`src/rtl/cu_gen2_pkg.sv`:
```
// cu_gen2_pkg
// Shared definitions for the PATP control unit:
//  - opcode values and the first illegal opcode
//  - ALU function codes driven on func
//  - FSM phase encoding and trap cause codes
//  - isWaitStep(): tells whether a phase/step/opcode combination is a memory
//    wait step, where the FSM holds until mem_ready or the timeout fires
package cu_gen2_pkg;

  localparam int unsigned OP_CLEAR         = 0;
  localparam int unsigned OP_INC1          = 1;
  localparam int unsigned OP_ADD           = 2;
  localparam int unsigned OP_DEC1          = 3;
  localparam int unsigned OP_JUMP          = 4;
  localparam int unsigned OP_BUZ           = 5;
  localparam int unsigned OP_LOAD          = 6;
  localparam int unsigned OP_STORE         = 7;
  localparam int unsigned OP_NOP           = 8;
  localparam int unsigned OP_HALT          = 9;
  localparam int unsigned OP_FIRST_ILLEGAL = 10;

  typedef enum logic [1:0] {
    FUNC_CLR = 2'd0,
    FUNC_INC = 2'd1,
    FUNC_DEC = 2'd2,
    FUNC_ADD = 2'd3
  } func_e;

  typedef enum logic [1:0] {
    PH_FETCH = 2'd0,
    PH_EXEC  = 2'd1,
    PH_HALT  = 2'd2,
    PH_TRAP  = 2'd3
  } phase_e;

  typedef enum logic [1:0] {
    CAUSE_NONE    = 2'd0,
    CAUSE_ILLEGAL = 2'd1,
    CAUSE_TIMEOUT = 2'd2
  } cause_e;

  // Micro-step number; only 1..5 are ever used.
  typedef logic [2:0] step_t;

  // Memory wait steps: F2 (instruction read), ADD E4 (operand read),
  // LOAD E2 (read) and STORE E2 (write).
  function automatic logic isWaitStep(input phase_e ph, input step_t st,
                                      input logic [31:0] op);
    logic fetchWait;
    logic execWait;
    fetchWait = (ph == PH_FETCH) && (st == 3'd2);
    execWait  = (ph == PH_EXEC) &&
                (((op == OP_ADD) && (st == 3'd4)) ||
                 (((op == OP_LOAD) || (op == OP_STORE)) && (st == 3'd2)));
    return fetchWait || execWait;
  endfunction

endpackage

```
`src/rtl/cu_gen2_if.sv`:
```
// cu_gen2_if
// Bundle of every signal between the control unit and the rest of the core.
//  Inputs to the CU : opcode, reg_sel, zero, mem_ready, run
//  Outputs from CU  : oe_ms, oe_ir, oe_pc, oe_alureg, oe_d   bus output enables
//                     func                                  ALU operation
//                     read, write                           memory strobes
//                     we_mar, we_ir, we_pc, we_alureg, we_d write enables
//                     fetching, halted, trap, trap_cause    status
// Modports: master = control unit side, slave = datapath/memory side.
interface cu_gen2_if #(
  parameter int OPCODE_W  = 4,
  parameter int NUM_DREGS = 4,
  parameter int REG_SEL_W = $clog2(NUM_DREGS)
);

  logic [OPCODE_W-1:0]  opcode;
  logic [REG_SEL_W-1:0] reg_sel;
  logic                 zero;
  logic                 mem_ready;
  logic                 run;

  logic                 oe_ms;
  logic                 oe_ir;
  logic                 oe_pc;
  logic                 oe_alureg;
  logic [NUM_DREGS-1:0] oe_d;
  logic [1:0]           func;
  logic                 read;
  logic                 write;
  logic                 we_mar;
  logic                 we_ir;
  logic                 we_pc;
  logic                 we_alureg;
  logic [NUM_DREGS-1:0] we_d;
  logic                 fetching;
  logic                 halted;
  logic                 trap;
  logic [1:0]           trap_cause;

  modport master (
    input  opcode, reg_sel, zero, mem_ready, run,
    output oe_ms, oe_ir, oe_pc, oe_alureg, oe_d, func, read, write,
           we_mar, we_ir, we_pc, we_alureg, we_d,
           fetching, halted, trap, trap_cause
  );

  modport slave (
    output opcode, reg_sel, zero, mem_ready, run,
    input  oe_ms, oe_ir, oe_pc, oe_alureg, oe_d, func, read, write,
           we_mar, we_ir, we_pc, we_alureg, we_d,
           fetching, halted, trap, trap_cause
  );

endinterface

```
`src/rtl/cu_gen2_mem_wait_timer.sv`:
```
// mem_wait_timer
// Counts cycles spent waiting for mem_ready on one memory access.
//  clk       clock
//  rst       synchronous reset, active-low
//  clear_i   forces the count back to zero (asserted whenever not waiting)
//  enable_i  counts one more cycle without mem_ready
//  expire_o  this cycle is the MEM_TIMEOUT-th cycle without mem_ready; the
//            access must be abandoned at the coming edge
// MEM_TIMEOUT = 0 disables the timeout entirely.
module mem_wait_timer #(
  parameter int MEM_TIMEOUT = 16
) (
  input  logic clk,
  input  logic rst,
  input  logic clear_i,
  input  logic enable_i,
  output logic expire_o
);

  localparam int CNT_W = (MEM_TIMEOUT > 1) ? $clog2(MEM_TIMEOUT + 1) : 1;

  logic [CNT_W-1:0] count_q;
  logic [CNT_W-1:0] count_d;

  // Next count: clear wins over counting so every new wait step starts
  // from zero even if the previous step ended without mem_ready.
  always_comb begin
    count_d = count_q;
    if (clear_i) begin
      count_d = '0;
    end else if (enable_i) begin
      count_d = count_q + CNT_W'(1);
    end
  end

  // Count register with synchronous active-low reset.
  always_ff @(posedge clk) begin
    if (!rst) begin
      count_q <= '0;
    end else begin
      count_q <= count_d;
    end
  end

  // Expiry fires on the cycle whose missing mem_ready would push the count
  // to MEM_TIMEOUT, so the strobe is seen for exactly MEM_TIMEOUT cycles.
  generate
    if (MEM_TIMEOUT == 0) begin : gNoTimeout
      assign expire_o = 1'b0;
    end else begin : gTimeout
      assign expire_o = enable_i && (count_q == CNT_W'(MEM_TIMEOUT - 1));
    end
  endgenerate

endmodule

```
`src/rtl/cu_gen2.sv`:
```
// cu_gen2
// Control unit for the PATP core. Sequences fetch (F1..F4) and execute
// (E1..E5) micro-steps and decodes datapath enables from the current step.
//  clk   clock, all state changes on the rising edge
//  rst   synchronous reset, active-low; returns to F1 immediately
//  bus   cu_gen2_if master: IR fields, flags and mem_ready in; bus/write
//        enables, ALU func, memory strobes and status out
// Adds N data registers, memory wait states with timeout, HALT/resume and
// an illegal-opcode trap. TRAP is left only through reset.
module cu_gen2 #(
  parameter int OPCODE_W    = 4,
  parameter int NUM_DREGS   = 4,
  parameter int REG_SEL_W   = $clog2(NUM_DREGS),
  parameter int MEM_TIMEOUT = 16
) (
  input logic       clk,
  input logic       rst,
  cu_gen2_if.master bus
);

  import cu_gen2_pkg::*;

  phase_e phase_q;
  phase_e phase_d;
  step_t  step_q;
  step_t  step_d;
  cause_e cause_q;
  cause_e cause_d;

  logic [OPCODE_W-1:0]  opcodeRaw;
  logic [REG_SEL_W-1:0] regSelRaw;
  logic [31:0]          op;
  logic [NUM_DREGS-1:0] dSel;
  logic                 waiting;
  logic                 expire;

  logic                 oeMs;
  logic                 oeIr;
  logic                 oePc;
  logic                 oeAlu;
  logic [NUM_DREGS-1:0] oeD;
  func_e                func;
  logic                 rdStrobe;
  logic                 wrStrobe;
  logic                 weMar;
  logic                 weIr;
  logic                 wePc;
  logic                 weAlu;
  logic [NUM_DREGS-1:0] weD;

  assign opcodeRaw = bus.opcode;
  assign regSelRaw = bus.reg_sel;
  assign op        = 32'(opcodeRaw);

  // One-hot data register select. A reg_sel that names no register leaves
  // every bit clear, which silently disables oe_d/we_d for that instruction.
  always_comb begin
    dSel = '0;
    for (int i = 0; i < NUM_DREGS; i++) begin
      if (int'(regSelRaw) == i) begin
        dSel[i] = 1'b1;
      end
    end
  end

  assign waiting = isWaitStep(phase_q, step_q, op);

  mem_wait_timer #(
    .MEM_TIMEOUT(MEM_TIMEOUT)
  ) uWaitTimer (
    .clk     (clk),
    .rst     (rst),
    .clear_i (!waiting),
    .enable_i(waiting && !bus.mem_ready),
    .expire_o(expire)
  );

  // State register: phase, micro-step and the latched trap cause.
  always_ff @(posedge clk) begin
    if (!rst) begin
      phase_q <= PH_FETCH;
      step_q  <= 3'd1;
      cause_q <= CAUSE_NONE;
    end else begin
      phase_q <= phase_d;
      step_q  <= step_d;
      cause_q <= cause_d;
    end
  end

  // Next-state logic. Wait steps hold until mem_ready; a timeout in any
  // wait step abandons the instruction and traps. Any step number an
  // opcode does not use falls back to F1 so the FSM cannot wedge.
  always_comb begin
    phase_d = phase_q;
    step_d  = step_q;
    cause_d = cause_q;
    unique case (phase_q)
      PH_FETCH: begin
        case (step_q)
          3'd1: step_d = 3'd2;
          3'd2: begin
            if (bus.mem_ready) begin
              step_d = 3'd3;
            end else if (expire) begin
              phase_d = PH_TRAP;
              cause_d = CAUSE_TIMEOUT;
            end
          end
          3'd3: step_d = 3'd4;
          default: begin
            phase_d = PH_EXEC;
            step_d  = 3'd1;
          end
        endcase
      end
      PH_EXEC: begin
        phase_d = PH_FETCH;
        step_d  = 3'd1;
        case (op)
          OP_CLEAR, OP_INC1, OP_DEC1: begin
            if (step_q == 3'd1) begin
              phase_d = PH_EXEC;
              step_d  = 3'd2;
            end
          end
          OP_ADD: begin
            if (step_q == 3'd4) begin
              phase_d = PH_EXEC;
              if (bus.mem_ready) begin
                step_d = 3'd5;
              end else if (expire) begin
                phase_d = PH_TRAP;
                cause_d = CAUSE_TIMEOUT;
              end else begin
                step_d = step_q;
              end
            end else if (step_q < 3'd4) begin
              phase_d = PH_EXEC;
              step_d  = step_q + 3'd1;
            end
          end
          OP_LOAD, OP_STORE: begin
            if (step_q == 3'd1) begin
              phase_d = PH_EXEC;
              step_d  = 3'd2;
            end else if (!bus.mem_ready) begin
              if (expire) begin
                phase_d = PH_TRAP;
                cause_d = CAUSE_TIMEOUT;
              end else begin
                phase_d = PH_EXEC;
                step_d  = step_q;
              end
            end
          end
          OP_JUMP, OP_BUZ, OP_NOP: begin
          end
          OP_HALT: begin
            phase_d = PH_HALT;
          end
          default: begin
            phase_d = PH_TRAP;
            cause_d = CAUSE_ILLEGAL;
          end
        endcase
      end
      PH_HALT: begin
        if (bus.run) begin
          phase_d = PH_FETCH;
          step_d  = 3'd1;
        end
      end
      PH_TRAP: begin
      end
    endcase
  end

  // Output decode. Everything starts inactive with func=CLR; each step
  // raises only its own enables, so at most one bus driver is ever on.
  // HALT and TRAP fall through with all enables off.
  always_comb begin
    oeMs     = 1'b0;
    oeIr     = 1'b0;
    oePc     = 1'b0;
    oeAlu    = 1'b0;
    oeD      = '0;
    func     = FUNC_CLR;
    rdStrobe = 1'b0;
    wrStrobe = 1'b0;
    weMar    = 1'b0;
    weIr     = 1'b0;
    wePc     = 1'b0;
    weAlu    = 1'b0;
    weD      = '0;
    if (phase_q == PH_FETCH) begin
      case (step_q)
        3'd1: begin
          oePc  = 1'b1;
          weMar = 1'b1;
        end
        3'd2: begin
          rdStrobe = 1'b1;
          oeMs     = bus.mem_ready;
          weIr     = bus.mem_ready;
        end
        3'd3: begin
          oePc  = 1'b1;
          func  = FUNC_INC;
          weAlu = 1'b1;
        end
        3'd4: begin
          oeAlu = 1'b1;
          wePc  = 1'b1;
        end
        default: begin
        end
      endcase
    end else if (phase_q == PH_EXEC) begin
      case (op)
        OP_CLEAR, OP_INC1, OP_DEC1: begin
          if (step_q == 3'd1) begin
            weAlu = 1'b1;
            if (op != OP_CLEAR) begin
              oeD  = dSel;
              func = (op == OP_INC1) ? FUNC_INC : FUNC_DEC;
            end
          end else begin
            oeAlu = 1'b1;
            weD   = dSel;
          end
        end
        OP_ADD: begin
          case (step_q)
            3'd1: weAlu = 1'b1;
            3'd2: begin
              oeD   = dSel;
              func  = FUNC_ADD;
              weAlu = 1'b1;
            end
            3'd3: begin
              oeIr  = 1'b1;
              weMar = 1'b1;
            end
            3'd4: begin
              rdStrobe = 1'b1;
              oeMs     = bus.mem_ready;
              weAlu    = bus.mem_ready;
              func     = bus.mem_ready ? FUNC_ADD : FUNC_CLR;
            end
            default: begin
              oeAlu = 1'b1;
              weD   = dSel;
            end
          endcase
        end
        OP_JUMP: begin
          oeIr = 1'b1;
          wePc = 1'b1;
        end
        OP_BUZ: begin
          oeIr = bus.zero;
          wePc = bus.zero;
        end
        OP_LOAD: begin
          if (step_q == 3'd1) begin
            oeIr  = 1'b1;
            weMar = 1'b1;
          end else begin
            rdStrobe = 1'b1;
            oeMs     = bus.mem_ready;
            weD      = bus.mem_ready ? dSel : '0;
          end
        end
        OP_STORE: begin
          if (step_q == 3'd1) begin
            oeIr  = 1'b1;
            weMar = 1'b1;
          end else begin
            oeD      = dSel;
            wrStrobe = 1'b1;
          end
        end
        default: begin
        end
      endcase
    end
  end

  assign bus.oe_ms      = oeMs;
  assign bus.oe_ir      = oeIr;
  assign bus.oe_pc      = oePc;
  assign bus.oe_alureg  = oeAlu;
  assign bus.oe_d       = oeD;
  assign bus.func       = func;
  assign bus.read       = rdStrobe;
  assign bus.write      = wrStrobe;
  assign bus.we_mar     = weMar;
  assign bus.we_ir      = weIr;
  assign bus.we_pc      = wePc;
  assign bus.we_alureg  = weAlu;
  assign bus.we_d       = weD;
  assign bus.fetching   = (phase_q == PH_FETCH);
  assign bus.halted     = (phase_q == PH_HALT);
  assign bus.trap       = (phase_q == PH_TRAP);
  assign bus.trap_cause = cause_q;

endmodule

```
`src/flat_wrapper.sv`:
```
// flat-port wrapper written by rule: the top's interface ports become plain ports
module cu_gen2_flat import cu_gen2_pkg::*;
#(
  parameter int OPCODE_W    = 4,
  parameter int NUM_DREGS   = 4,
  parameter int REG_SEL_W   = $clog2(NUM_DREGS),
  parameter int MEM_TIMEOUT = 16
)
  (clk, rst, bus_opcode, bus_reg_sel, bus_zero, bus_mem_ready, bus_run, bus_oe_ms, bus_oe_ir, bus_oe_pc, bus_oe_alureg, bus_oe_d, bus_func, bus_read, bus_write, bus_we_mar, bus_we_ir, bus_we_pc, bus_we_alureg, bus_we_d, bus_fetching, bus_halted, bus_trap, bus_trap_cause);
  cu_gen2_if #(.OPCODE_W(OPCODE_W), .NUM_DREGS(NUM_DREGS), .REG_SEL_W(REG_SEL_W)) bus_i ();
  input logic clk;
  input logic rst;
  input wire logic [$bits(bus_i.opcode)-1:0] bus_opcode;
  input wire logic [$bits(bus_i.reg_sel)-1:0] bus_reg_sel;
  input wire logic [$bits(bus_i.zero)-1:0] bus_zero;
  input wire logic [$bits(bus_i.mem_ready)-1:0] bus_mem_ready;
  input wire logic [$bits(bus_i.run)-1:0] bus_run;
  output wire logic [$bits(bus_i.oe_ms)-1:0] bus_oe_ms;
  output wire logic [$bits(bus_i.oe_ir)-1:0] bus_oe_ir;
  output wire logic [$bits(bus_i.oe_pc)-1:0] bus_oe_pc;
  output wire logic [$bits(bus_i.oe_alureg)-1:0] bus_oe_alureg;
  output wire logic [$bits(bus_i.oe_d)-1:0] bus_oe_d;
  output wire logic [$bits(bus_i.func)-1:0] bus_func;
  output wire logic [$bits(bus_i.read)-1:0] bus_read;
  output wire logic [$bits(bus_i.write)-1:0] bus_write;
  output wire logic [$bits(bus_i.we_mar)-1:0] bus_we_mar;
  output wire logic [$bits(bus_i.we_ir)-1:0] bus_we_ir;
  output wire logic [$bits(bus_i.we_pc)-1:0] bus_we_pc;
  output wire logic [$bits(bus_i.we_alureg)-1:0] bus_we_alureg;
  output wire logic [$bits(bus_i.we_d)-1:0] bus_we_d;
  output wire logic [$bits(bus_i.fetching)-1:0] bus_fetching;
  output wire logic [$bits(bus_i.halted)-1:0] bus_halted;
  output wire logic [$bits(bus_i.trap)-1:0] bus_trap;
  output wire logic [$bits(bus_i.trap_cause)-1:0] bus_trap_cause;
  assign bus_i.opcode = bus_opcode;
  assign bus_i.reg_sel = bus_reg_sel;
  assign bus_i.zero = bus_zero;
  assign bus_i.mem_ready = bus_mem_ready;
  assign bus_i.run = bus_run;
  assign bus_oe_ms = bus_i.oe_ms;
  assign bus_oe_ir = bus_i.oe_ir;
  assign bus_oe_pc = bus_i.oe_pc;
  assign bus_oe_alureg = bus_i.oe_alureg;
  assign bus_oe_d = bus_i.oe_d;
  assign bus_func = bus_i.func;
  assign bus_read = bus_i.read;
  assign bus_write = bus_i.write;
  assign bus_we_mar = bus_i.we_mar;
  assign bus_we_ir = bus_i.we_ir;
  assign bus_we_pc = bus_i.we_pc;
  assign bus_we_alureg = bus_i.we_alureg;
  assign bus_we_d = bus_i.we_d;
  assign bus_fetching = bus_i.fetching;
  assign bus_halted = bus_i.halted;
  assign bus_trap = bus_i.trap;
  assign bus_trap_cause = bus_i.trap_cause;
  cu_gen2 #(.OPCODE_W(OPCODE_W), .NUM_DREGS(NUM_DREGS), .REG_SEL_W(REG_SEL_W), .MEM_TIMEOUT(MEM_TIMEOUT)) u_core (.clk(clk), .rst(rst), .bus(bus_i));
endmodule
```
`config.mk`:
```
export PLATFORM = sky130hd
export DESIGN_NAME = cu_gen2_flat
export DESIGN_NICKNAME = d
export VERILOG_FILES = /design/src/rtl/cu_gen2_pkg.sv /design/src/rtl/cu_gen2_if.sv /design/src/rtl/cu_gen2_mem_wait_timer.sv /design/src/rtl/cu_gen2.sv /design/src/flat_wrapper.sv
export SDC_FILE = /design/constraint.sdc
export NUM_CORES = 1
export LEC_CHECK = 0
export CELL_PAD_IN_SITES_DETAIL_PLACEMENT = 2
export CELL_PAD_IN_SITES_GLOBAL_PLACEMENT = 2
export CORE_ASPECT_RATIO = 2
export CORE_UTILIZATION = 27
export DETAILED_ROUTE_END_ITERATION = 8
export GPL_TIMING_DRIVEN = 0
export PLACE_DENSITY = 0.87
export SLEW_MARGIN = 20
export SYNTH_ARGS = -nofsm -noshare
export SYNTH_HDL_FRONTEND = slang
export SYNTH_SLANG_ARGS = --single-unit
```
`constraint.sdc`:
```
create_clock -name clk -period 2.5 [get_ports clk]
set_input_delay 0.5 -clock clk [delete_from_list [all_inputs] [get_ports clk]]
set_output_delay 0.5 -clock clk [all_outputs]
set_load 0.01 [all_outputs]
```
# After elaboration in Yosys (flattened, before gate mapping)
# Index checks and enable logic that the tools add are counted.
[classes]
addsub = 2
order_cmp = 1
eq_ne = 29
muxes = 95
reduce_logical = 27
[op_table]
columns = ["op", "n"]
rows = [
  ["2-to-1 mux 4 bit", 11],
  ["2-to-1 mux 2 bit", 20],
  ["2-to-1 mux 1 bit", 36],
  ["zero test 32 bit", 1],
  ["nonzero test 32 bit", 1],
  ["case mux 3 bit (3 select lines)", 3],
  ["2-to-1 mux 3 bit", 8],
  ["case mux 4 bit (3 select lines)", 2],
  ["equality test 4 x 3 -> 1 bit (second input constant)", 4],
  ["case mux 2 bit (2 select lines)", 4],
  ["case mux 1 bit (2 select lines)", 7],
  ["!= test 3 bit (second input constant)", 4],
  ["case mux 2 bit (3 select lines)", 2],
  ["case mux 2 bit (5 select lines)", 1],
  ["AND reduction 5 bit", 2],
  ["equality test 2 bit (second input constant)", 4],
  ["equality test 4 x 2 -> 1 bit (second input constant)", 2],
  ["equality test 4 bit (second input constant)", 2],
  ["OR reduction 7 bit", 1],
  ["equality test 3 x 2 -> 1 bit (second input constant)", 2],
  ["logical AND 1 bit", 6],
  ["!= test 2 bit (second input constant)", 3],
  ["OR reduction 2 bit", 3],
  ["OR reduction 3 bit", 2],
  ["other kinds (19)", 23],
]
[word_totals]
register_bits = 12
input_bits = 11
output_inout_bits = 25
word_cells = 158

# Logic depth before layout (Yosys ltp)
[logic_depth]
depth_word = 13
depth_mapped = 9
ltp_nobuf = 8

# Cells and area by module
# From an unflattened synthesis, not the netlist that was laid out.
[hier_totals]
cells_unflattened = 200
hier_area_um2 = 1491.4
[by_module_without_submodules]
columns = ["mod", "n_inst", "cells_per_inst", "area_each_um2"]
rows = [
  ["cu_gen2", 1, 175, 1246.2],
  ["mem_wait_timer", 1, 25, 245.2],
]

# Least setup slack after synthesis
# OpenSTA, ideal clock, no wires.
[synth_path]
kind = "register to output"
start = "register u_core.phase_q[0]"
end = "output bus_oe_ir"
t_arrival_ps = 1801
t_required_ps = 2000
slack_ps = 199
stages_incl_launch_ff = 8
path_buffers = 2
cell_sequence = "dfxtp_1 -> inv_1 -> ha_1 -> clkbuf_1 -> nand2b_1 -> clkbuf_1 -> a2111oi_0 -> o21bai_1"
[synth_lines]
columns = ["element", "line_no", "source"]
rows = [
  ["start, declared", "cu_gen2.sv:23", "phase_e phase_q;"],
  ["start signal, assigned", "cu_gen2.sv:85", "phase_q <= phase_d;"],
  ["zero test 2 bit", "-", ""],
  ["via bus_fetching", "flat_wrapper.sv:31", "output wire logic [$bits(bus_i.fetching)-1:0] bus_fetching;"],
  ["2-to-1 mux 1 bit", "cu_gen2.sv:196", "if (phase_q == PH_FETCH) begin"],
  ["end, declared", "flat_wrapper.sv:19", "output wire logic [$bits(bus_i.oe_ir)-1:0] bus_oe_ir;"],
]
# The timed path passes the listed nets, and every way through them passes these cells.

# Worst setup path after layout
[layout_path]
start = "input bus_opcode[3]"
end = "output bus_oe_ir"
[layout_via]
elab_chain_cells = 5
[layout_lines]
columns = ["element", "line_no", "source"]
rows = [
  ["start, declared", "flat_wrapper.sv:13", "input wire logic [$bits(bus_i.opcode)-1:0] bus_opcode;"],
  ["equality test 4 x 3 -> 1 bit", "cu_gen2.sv:220", "case (op)"],
  ["OR reduction 2 bit (no source line)", "-", ""],
  ["case mux 1 bit (4 select lines) *", "cu_gen2.sv:220", ""],
  ["2-to-1 mux 1 bit *", "cu_gen2.sv:219", "end else if (phase_q == PH_EXEC) begin"],
  ["2-to-1 mux 1 bit *", "cu_gen2.sv:196", ""],
]
# Mark *: on every way between the ends. The rest lies on a longest branch, timed or not.

==> summary.md <==
| Metric | Value |
|---|---|
| Outcome | complete, no violations |
| Fraction of registers with async set/reset | 0% |
| Synth Cell Area | 1410 µm² |
| Via count | 1781 |
| Hold_sp | u_core.bus.trap_cause[0] |
| Slowest stage cell, crit path | or4b_4 |
| LEAKAGE | 0.856 nW |
| Share of cells above drive strength 1 | 33.7% |
| Syn_nets | 221 |
| Critical Path RT | 2000 ps |
| Total gr overflow | 0 |
| Synthesis Warnings | 0 |
| Non-filler cells in the finished layout | 303 |
| Critical path fanouts, max | 8 |
| Pins Over Slew Limit | 0 |
| Layout Utilization | 43.3% |
| Fin nets | 269 |
| Final Setup Violations | 0 |
| Clock Tree Buf Depth | 2 |
| Synth Flop Type | dfxtp_1 |
| Antenna violations before repair | 0 |
| Critical Path Start Type | input port |
| Site Rows | 36 |
| Final Power | 1.89 mW |
| Tcrit/Tclk final | 98.8% |
| Commonest non-fill, non-tap cell in the layout | nor2_1 |
| # clock sinks | 12 |
| Placed cell count | 288 |
| R2R cell count | 8 |
| Pin count of the biggest net entering global routing | 12 |
| First-pass GRT wire length | 9980 µm |
| Worst R2R Setup Slack | 280 ps |
| Netlist cell types | 56 |
| R2R Path End | u_core.phase_q[0] |
| P per Cell Area | 880 nW/µm² |
| Clk_skew | 1.95 ps |
| I/O Buffers | 31 |
| Minimum clock period | 2470 ps |
| Ports | 36 |
| Max frequency | 405 MHz |
| DRT iter0 DRCs | 30 |
| Overall routing resource usage | 24.1% |
| Post-Route WL | 6710 µm |
| H-tree Lvls | 1 |
| Vias in the first global route | 1986 |
| Synth-to-Final Area Change | 51.7% |
| Antenna Nets Post-Route | 0 |
| Hold depth | 2 |
| Worst Path Arrival | 1970 ps |
| Initial DRT Pass Iterations | 4 |
| Reg clk slew, reported paths | 50 ps |
| Seq/Total Area, Yosys | 17.0% |
| Post-synth EDFFs | 0 |
| CP cell instances | buf_2 -> or4b_4 -> nor2_4 -> nand2_4 -> o21a_1 -> o21bai_1 -> buf_2 |
| Clk_lat worst skew | 240 ps |
| Via density | 5.88 |
| Worst hold path class | reg -> reg |
| Mean Syn Cell Area | 7.07 µm² |
| Max-Cap Viols | 0 |
| Horiz. Die Dim | 53.2 µm |
| Root buf cell | clkbuf_8 |
| Final GP Congestion | 0.902 |
| Post-Synthesis Cells | 200 |
| Hold Path End | u_core.bus.trap_cause[0] |
| FF-to-FF Start | u_core.uWaitTimer.count_q[0] |
| ANT cells | 0 |
| Placeable Area | 4950 µm² |
| Max incr delay on CP | 640 ps |
| Final HPWL DP | 4630 µm |
| Fillers | 583 |
| Max-Slew Margin vs Limit | 49.1% |
| Commonest non-fill, non-tap cells in the layout | nor2_1 (22), nand2_1 (15), buf_2 (14), buf_4 (14), clkdlybuf4s50_1 (11) |
| Initial core utilization | 28.5% |
| Routed WL per cell | 22.1 µm |
| RSZ-0062 raised after global routing | yes |
| Die ar. | 5550 µm² |
| WS Path Type | in -> out |
| Most common cell on crit path | buf_2 |
| FF+latch count, synth | 12 |
| Cts hold-fix bufs | 0 |
| Num CTS Buffers | 3 |
| Die H | 104 µm |
| Hold slack | 484 ps |
| # DRC | 0 |
| VDD IR-drop max | 0.617 mV |
| Worst-margin pin slew | 761 ps |
| Hold Fails Final Rpt | 0 |
| CTS tree | yes |
| Worst setup EP type | output port |
==> synthesized netlist by cell type (all sizes together), types with 5 or more instances <==
master	number	area share, %
a21oi	7	2.5
nand2b	7	3.1
ha	10	8.8
dfxtp	12	17
nor2	25	6.8
a31oi	6	2.7
buf	6	3.0
nand2	16	4.2
inv	11	2.9
nand4	5	2.2
o21ai	13	4.6
clkbuf	8	2.1
nor2b	9	4.0
==> worst max-delay path, delay by kind of cell <==
family	cells	cell delay [ps]
buffers and inverters	2	290
AND/OR/NAND/NOR	3	890
AO/OA/AOI/OAI	2	290
==> metal layers <==
metal  GRT usage (%)  share of wire, %  vias to the layer above
met3            2.19               2.9                       24
met4            15.8               4.8                        0
li1                -                 -                      821
met1            23.7                34                      878
met5               0                 0                        -
met2            43.9                58                       58
==> sequential cells by signal (all words and copies together), names as in the netlist <==
register / flops
u_core.phase_q: 2
u_core.uWaitTimer.count_q: 5
u_core.bus.trap_cause: 2
u_core.step_q: 3
==> cells by family after synthesis <==
group                    count (synthesis)  synth area share (%)
XOR/XNOR                                 3                  1.86
AO/OA/AOI/OAI                           57                  28.3
multiplexers                             2                  1.42
adder cells (fa/ha/maj)                 10                  8.85
buffers and inverters                   25                  8.05
AND/OR/NAND/NOR                         91                  34.5
flip-flops                              12                  17.0
==> metrics by stage <==
| stage | area (µm²) | TNS (ps) | worst slack, ps |
|---|---|---|---|
| floorplan | 1410 | 0 | 199 |
| global placement | 1800 | -13110 | -860 |
| detailed placement | 1800 | -13400 | -841 |
| CTS | 2060 | -375 | -172 |
| global route | 2140 | -179 | -49.0 |
| finish | 2140 | 0 | 30.8 |
==> timing repair <==
action | CTS | global route
buffers inserted | 7 | 8
resized for setup | 99 | 34
pin swaps | 4 | 10
endpoints found under the hold margin | 0 | 0
endpoints found under the setup margin | 20 | 15
==> power by group <==
part | total, mW | internal [mW] | switching [mW]
logic | 1.42 | 0.603 | 0.816
clock network | 0.174 | 0.106 | 0.0684
registers | 0.292 | 0.239 | 0.0529
total | 1.89 | 0.949 | 0.938
==> final cells by class <==
| class | count | area [µm²] | share of cell area [%] |
|---|---|---|---|
| clock buffer | 3 | 41.3 | 1.93 |
| sequential | 12 | 248 | 11.6 |
| multi-input combinational | 163 | 1300 | 60.6 |
| inverter | 11 | 45.0 | 2.10 |
| buffer | 11 | 85.1 | 3.97 |
| tap | 57 | 71.3 | 3.33 |
| timing repair buffer | 46 | 355 | 16.6 |
==> worst max-delay path by stage <==
stage                            startpoint          end  slack, ps
after floorplan           u_core.phase_q[0]    bus_oe_ir        200
after global placement        bus_opcode[1]  bus_we_d[1]       -860
after detailed placement      bus_opcode[1]  bus_we_d[3]       -840
after CTS                     bus_opcode[3]    bus_oe_ir       -170
after global routing       u_core.step_q[2]  bus_oe_d[2]        -50
final                         bus_opcode[3]    bus_oe_ir         30
No activity file was read; power rests on OpenSTA's default activity.
